File: config.mk
export PLATFORM = sky130hd
export DESIGN_NAME = unified_mem_arbiter
export DESIGN_NICKNAME = d
export VERILOG_FILES = /design/src/rtl/arb_pkg.sv /design/src/rtl/arb_wait_counter.sv /design/src/rtl/unified_mem_arbiter.sv
export SDC_FILE = /design/constraint.sdc
export NUM_CORES = 1
export LEC_CHECK = 0
export ABC_AREA = 1
export CAP_MARGIN = 20
export CORE_ASPECT_RATIO = 0.7
export CORE_MARGIN = 2
export CORE_UTILIZATION = 43
export CTS_CLUSTER_SIZE = 25
export DETAILED_ROUTE_END_ITERATION = 12
export GPL_TIMING_DRIVEN = 0
export PLACE_DENSITY = 0.81
export SLEW_MARGIN = 15
export SYNTH_ARGS = -nofsm -noshare
export SYNTH_HDL_FRONTEND = slang
export SYNTH_SLANG_ARGS = --single-unit
File: constraint.sdc
create_clock -name clk -period 1.95 [get_ports clk]
set_input_delay 0.2925 -clock clk [delete_from_list [all_inputs] [get_ports clk]]
set_output_delay 0.2925 -clock clk [all_outputs]
set_load 0.005 [all_outputs]
File: src/rtl/arb_pkg.sv
// arb_pkg: shared FSM/owner types and default limits for the unified memory arbiter
package arb_pkg;
  typedef enum logic [1:0] {IDLE, BUSY_IF, BUSY_D} arb_state_t;
  typedef enum logic {OWN_IF, OWN_D} owner_t;
  localparam int DEF_STARVE_LIM = 3;
  localparam int DEF_TIMEOUT = 16;
endpackage

File: src/rtl/arb_wait_counter.sv
// arb_wait_counter: saturating wait counter with clear, increment and limit compare
module arb_wait_counter #(
  parameter int W = 4,
  parameter int LIM = 15
) (
  input  logic clk,
  input  logic rst,
  input  logic clr,
  input  logic inc,
  output logic at_lim
);
  localparam logic [W-1:0] LIM_W = W'(LIM);
  logic [W-1:0] cnt_q, cnt_d;
  assign at_lim = cnt_q == LIM_W;
  always_comb cnt_d = clr ? '0 : (inc && !at_lim) ? cnt_q + W'(1) : cnt_q;
  always_ff @(posedge clk or negedge rst)
    if (!rst) cnt_q <= '0;
    else cnt_q <= cnt_d;
endmodule

File: src/rtl/unified_mem_arbiter.sv
// unified_mem_arbiter: shares one single-port memory between instruction fetch and data access
import arb_pkg::*;
module unified_mem_arbiter #(
  parameter int ABUS = 32,
  parameter int DBUS = 32,
  parameter int STARVE_LIM = DEF_STARVE_LIM,
  parameter int TIMEOUT = DEF_TIMEOUT
) (
  input  logic            clk,
  input  logic            rst,
  input  logic            if_req,
  input  logic [ABUS-1:0] if_addr,
  output logic [DBUS-1:0] if_rdata,
  output logic            if_valid,
  input  logic            d_re,
  input  logic            d_we,
  input  logic [ABUS-1:0] d_addr,
  input  logic [DBUS-1:0] d_wdata,
  output logic [DBUS-1:0] d_rdata,
  output logic            d_valid,
  output logic            mem_req,
  output logic            mem_we,
  output logic [ABUS-1:0] mem_addr,
  output logic [DBUS-1:0] mem_wdata,
  input  logic [DBUS-1:0] mem_rdata,
  input  logic            mem_ack,
  output logic            stall,
  output logic            err
);
  arb_state_t state_q, state_d;
  logic mem_req_q, mem_req_d, mem_we_q, mem_we_d;
  logic if_valid_q, if_valid_d, d_valid_q, d_valid_d, err_q, err_d;
  logic [ABUS-1:0] mem_addr_q, mem_addr_d;
  logic [DBUS-1:0] mem_wdata_q, mem_wdata_d, if_rdata_q, if_rdata_d, d_rdata_q, d_rdata_d;
  logic d_any, d_grant, busy, done, starve_hit, tmo_hit, st_inc, st_clr;
  owner_t owner;
  assign d_any = d_re | d_we;
  assign d_grant = d_any & ~(if_req & starve_hit);
  assign busy = state_q != IDLE;
  assign owner = state_q == BUSY_IF ? OWN_IF : OWN_D;
  assign done = busy & (mem_ack | tmo_hit);
  assign st_inc = ~busy & d_grant & if_req;
  assign st_clr = ~busy & (d_grant ? ~if_req : if_req);
  arb_wait_counter #(.W($clog2(STARVE_LIM + 1)), .LIM(STARVE_LIM)) u_starve (
    .clk, .rst, .clr(st_clr), .inc(st_inc), .at_lim(starve_hit)
  );
  // limit is TIMEOUT-1 so the abort edge ends exactly TIMEOUT busy cycles
  arb_wait_counter #(.W($clog2(TIMEOUT)), .LIM(TIMEOUT - 1)) u_timeout (
    .clk, .rst, .clr(~busy), .inc(busy), .at_lim(tmo_hit)
  );
  always_comb begin
    state_d = state_q;
    mem_req_d = mem_req_q;
    mem_we_d = mem_we_q;
    mem_addr_d = mem_addr_q;
    mem_wdata_d = mem_wdata_q;
    if_rdata_d = if_rdata_q;
    d_rdata_d = d_rdata_q;
    if_valid_d = done & (owner == OWN_IF);
    d_valid_d = done & (owner == OWN_D);
    err_d = err_q | (done & ~mem_ack);
    if (!busy && d_grant) begin
      state_d = BUSY_D;
      mem_req_d = 1'b1;
      mem_we_d = d_we;
      mem_addr_d = d_addr;
      mem_wdata_d = d_wdata;
    end else if (!busy && if_req) begin
      state_d = BUSY_IF;
      mem_req_d = 1'b1;
      mem_we_d = 1'b0;
      mem_addr_d = if_addr;
    end else if (done) begin
      state_d = IDLE;
      mem_req_d = 1'b0;
      mem_we_d = 1'b0;
      if (if_valid_d) if_rdata_d = mem_ack ? mem_rdata : '0;
      if (d_valid_d && !mem_we_q) d_rdata_d = mem_ack ? mem_rdata : '0;
    end
  end
  always_ff @(posedge clk or negedge rst) begin
    if (!rst) begin
      state_q <= IDLE;
      mem_req_q <= 1'b0;
      mem_we_q <= 1'b0;
      mem_addr_q <= '0;
      mem_wdata_q <= '0;
      if_rdata_q <= '0;
      d_rdata_q <= '0;
      if_valid_q <= 1'b0;
      d_valid_q <= 1'b0;
      err_q <= 1'b0;
    end else begin
      state_q <= state_d;
      mem_req_q <= mem_req_d;
      mem_we_q <= mem_we_d;
      mem_addr_q <= mem_addr_d;
      mem_wdata_q <= mem_wdata_d;
      if_rdata_q <= if_rdata_d;
      d_rdata_q <= d_rdata_d;
      if_valid_q <= if_valid_d;
      d_valid_q <= d_valid_d;
      err_q <= err_d;
    end
  end
  assign mem_req = mem_req_q;
  assign mem_we = mem_we_q;
  assign mem_addr = mem_addr_q;
  assign mem_wdata = mem_wdata_q;
  assign if_rdata = if_rdata_q;
  assign if_valid = if_valid_q;
  assign d_rdata = d_rdata_q;
  assign d_valid = d_valid_q;
  assign err = err_q;
  assign stall = (if_req & ~if_valid_q) | (d_any & ~d_valid_q);
endmodule

==> flow_summary.ini <==
[setup_path]
crit_path_end_kind = output port
cells_along_the_critical_path = clkdlybuf4s50_1 -> nor2_1 -> o22ai_1 -> clkdlybuf4s50_1
worstPathBufferInverterCount = 2
critical-path-max-stage-delay_ns = 0.55
worst_path_most_repeated_cell = sky130_fd_sc_hd__clkdlybuf4s50_1
crit_slowest_cell = sky130_fd_sc_hd__clkdlybuf4s50_1
worst_r2r_startpoint = u_timeout.cnt_q[0]
critPathTopFamily = buffers and inverters
critical_path.startpoint_type = primary input
critical_path_peak_fanout = 3
crit_path_start = d_we
cp_data_arrival_time_ns = 1.56
path_class = primary input to output port
cp_data_required_time_ns = 1.66

[global_routing]
first_global_vias = 6410
overflow = 0
grt_use_total = 0.266
wire_length_of_the_first_global_routing_pass_um = 32600
grt_start_max_net_pins = 94
number_of_antenna_violations_at_the_first_check_in_global_routing = 0

[sta]
slew_headroom = 0.622
maxClockFrequency_mhz = 539
timing_worst_slew_pin_value_ns = 0.566
worst_clock_skew_ns = 0.0126
timing.final.hold_violations = 0
timing.final.max_slew_violations = 0
min_period_ns = 1.86
final.period_utilization = 0.952
setup-violations-final = 0
grt_setup_unrepaired = false

[final_layout]
mostFrequentLayoutCells = 342 x sky130_fd_sc_hd__nand2_1, 265 x sky130_fd_sc_hd__clkdlybuf4s50_1, 141 x sky130_fd_sc_hd__dfrtp_1, 76 x sky130_fd_sc_hd__inv_1, 64 x sky130_fd_sc_hd__nand4_1
final_common_cell = sky130_fd_sc_hd__nand2_1
final-instance-count-excl-fill = 1256
layout-drive-gt1-share = 0.0600
nNetsFinal = 1190
area_delta_synth_final_pct = 57.4
antenna_cells_inserted = 0

[synthesis]
synth.yosys.seq_area_share = 0.564
synth_cells = 766
syn_avg_cell_area_um2 = 8.17
mappedNetlistArea_um2 = 6260
mappedNetlistNets = 902
yosys_warnings = 0
synth_seq_cells = 141
synth_cell_type_count = 26

[die]
die_width_um = 148
placementRows = 36
design.portCount = 268
die_h_um = 105
design.die.area_um2 = 15600
core_area_um2 = 14100
start_util = 0.445

[clock_network]
tritoncts_clock_tree = yes
cts_sinks = 141
insertion_delay_ns = 0.41
h-tree-depth = 4
numCtsBuffers = 17
clk_path_buf_depth = 2
postCtsSetupRepairBufs = 0
cts.root.buffer_cell = sky130_fd_sc_hd__clkbuf_16
clkTransAtPathRegs_ns = 0.06

[place]
gp_congestion = 0.846
dp.final_hpwl_um = 14900
number_of_i_o_port_buffers = 267
place_inst = 1224

[drt]
routed_wl_um = 20000
detail-route-antenna-nets = 0
detail_route.drc_violations = 0
drt-initial-drc-count = 399
vias_per_cell = 4.99
vias = 6262
routedWlPerCell_um = 15.9
first_pass_iters = 5

[power_and_ir_drop]
power_per_cell_area_nw_per_um2 = 1590
ir_drop_uv = 872
p_leak_uw = 0.00496
post-layout-total-power_uw = 15700

[worst_hold_path]
holdCritPathClass = primary input to async pin

[job]
drv_cap = 0

[run_status]
status = complete, no violations
[final timing paths]
path	endpoint	slack, ns	cells past startpoint
worst max-delay path	stall	0.09	4
worst min-delay path	mem_addr[8]	0.38	2
worst max register to register	d_rdata[25]	0.20	7
worst min register to register	d_rdata[19]	0.47	2
max in group asynchronous	if_rdata[18]	0.78	3
min in group clk	u_starve.cnt_q[0]	0.40	3
[per-stage QoR]
step           instance area [µm²]  hold WS, ns  TNS, ns  setup slack [ns]   util
6_report                      9850        0.376        0            0.0940  0.701
3_5_place_dp                  9200        0.219  -0.0738           -0.0216  0.655
2_1_floorplan                 6260     -0.00309        0             0.593      -
3_3_place_gp                  9170        0.453  -717.48             -5.10  0.653
5_1_grt                       9850        0.393        0            0.0431  0.701
4_1_cts                       9850        0.381        0            0.0996  0.701
[sequential cells by signal (all words and copies together), names as in the netlist, 2 cells and up]
register         flops
d_rdata             32
state_q              2
u_starve.cnt_q       2
mem_addr            32
u_timeout.cnt_q      4
if_rdata            32
mem_wdata           32
[power by group]
group          switching, µW  internal, µW
clock network           1280          2280
registers                789          4330
logic                   3430          3590
total                   5500         10200
[timing repair]
item                                    4_1_cts  5_1_grt
endpoints found under the hold margin        48        0
hold buffers                                  1        0
endpoints found under the setup margin        1        0
gates resized for setup                       1        0
[cells in the mapped netlist (all sizes together)]
| cell type | n | area, µm² |
|---|---|---|
| a21oi | 3 | 15.0 |
| buf | 28 | 160 |
| clkbuf | 22 | 85.1 |
| clkinv | 2 | 7.51 |
| dfrtp | 141 | 3530 |
| ha | 2 | 25.0 |
| inv | 76 | 285 |
| nand2 | 343 | 1290 |
| nand3 | 43 | 233 |
| nand3b | 1 | 7.51 |
| nand4 | 64 | 400 |
| nor2 | 4 | 33.8 |
| nor3 | 1 | 5.00 |
| o21ai | 34 | 170 |
| o21bai | 1 | 7.51 |
| o22ai | 1 | 6.26 |
[cells by family (layout without fill, tap and decap cells)]
group / count (synthesis) / in the layout / share of synthesized area
adders and majority gates: 2 / 2 / 0.00400
and+or+nand+nor: 456 / 456 / 0.315
buffers and inverters: 128 / 428 / 0.0859
DFF: 141 / 141 / 0.564
AOI/OAI and AO/OA: 39 / 39 / 0.0318
[per-layer routing]
| layer | GRT usage | vias to the layer above | wire [µm] |
|---|---|---|---|
| met1 | 0.360 | 2987 | 8760 |
| met3 | 0.0817 | 31 | 1770 |
| li1 | - | 3000 | - |
| met4 | 0.0912 | 0 | 447 |
| met2 | 0.409 | 244 | 9030 |
| met5 | 0 | - | 0 |
[worst register-to-register path: cells and delay by family, from the launching register on]
kind	cells	cell delay (ns)
buffers and inverters	1	0.30
and+or+nand+nor	5	0.73
adders and majority gates	1	0.25
DFF	1	0.41
[area by class of cell]
class	instances	area (µm²)
clock buffers	18	429
well taps	190	238
inverters	78	293
clock inverters	13	214
multi-input cells	497	2190
repair buffers	269	2710
flip-flops and latches	141	3530
fillers	1144	4200
plain buffers	50	245
Note: power is estimated with default switching activity, not from simulation.
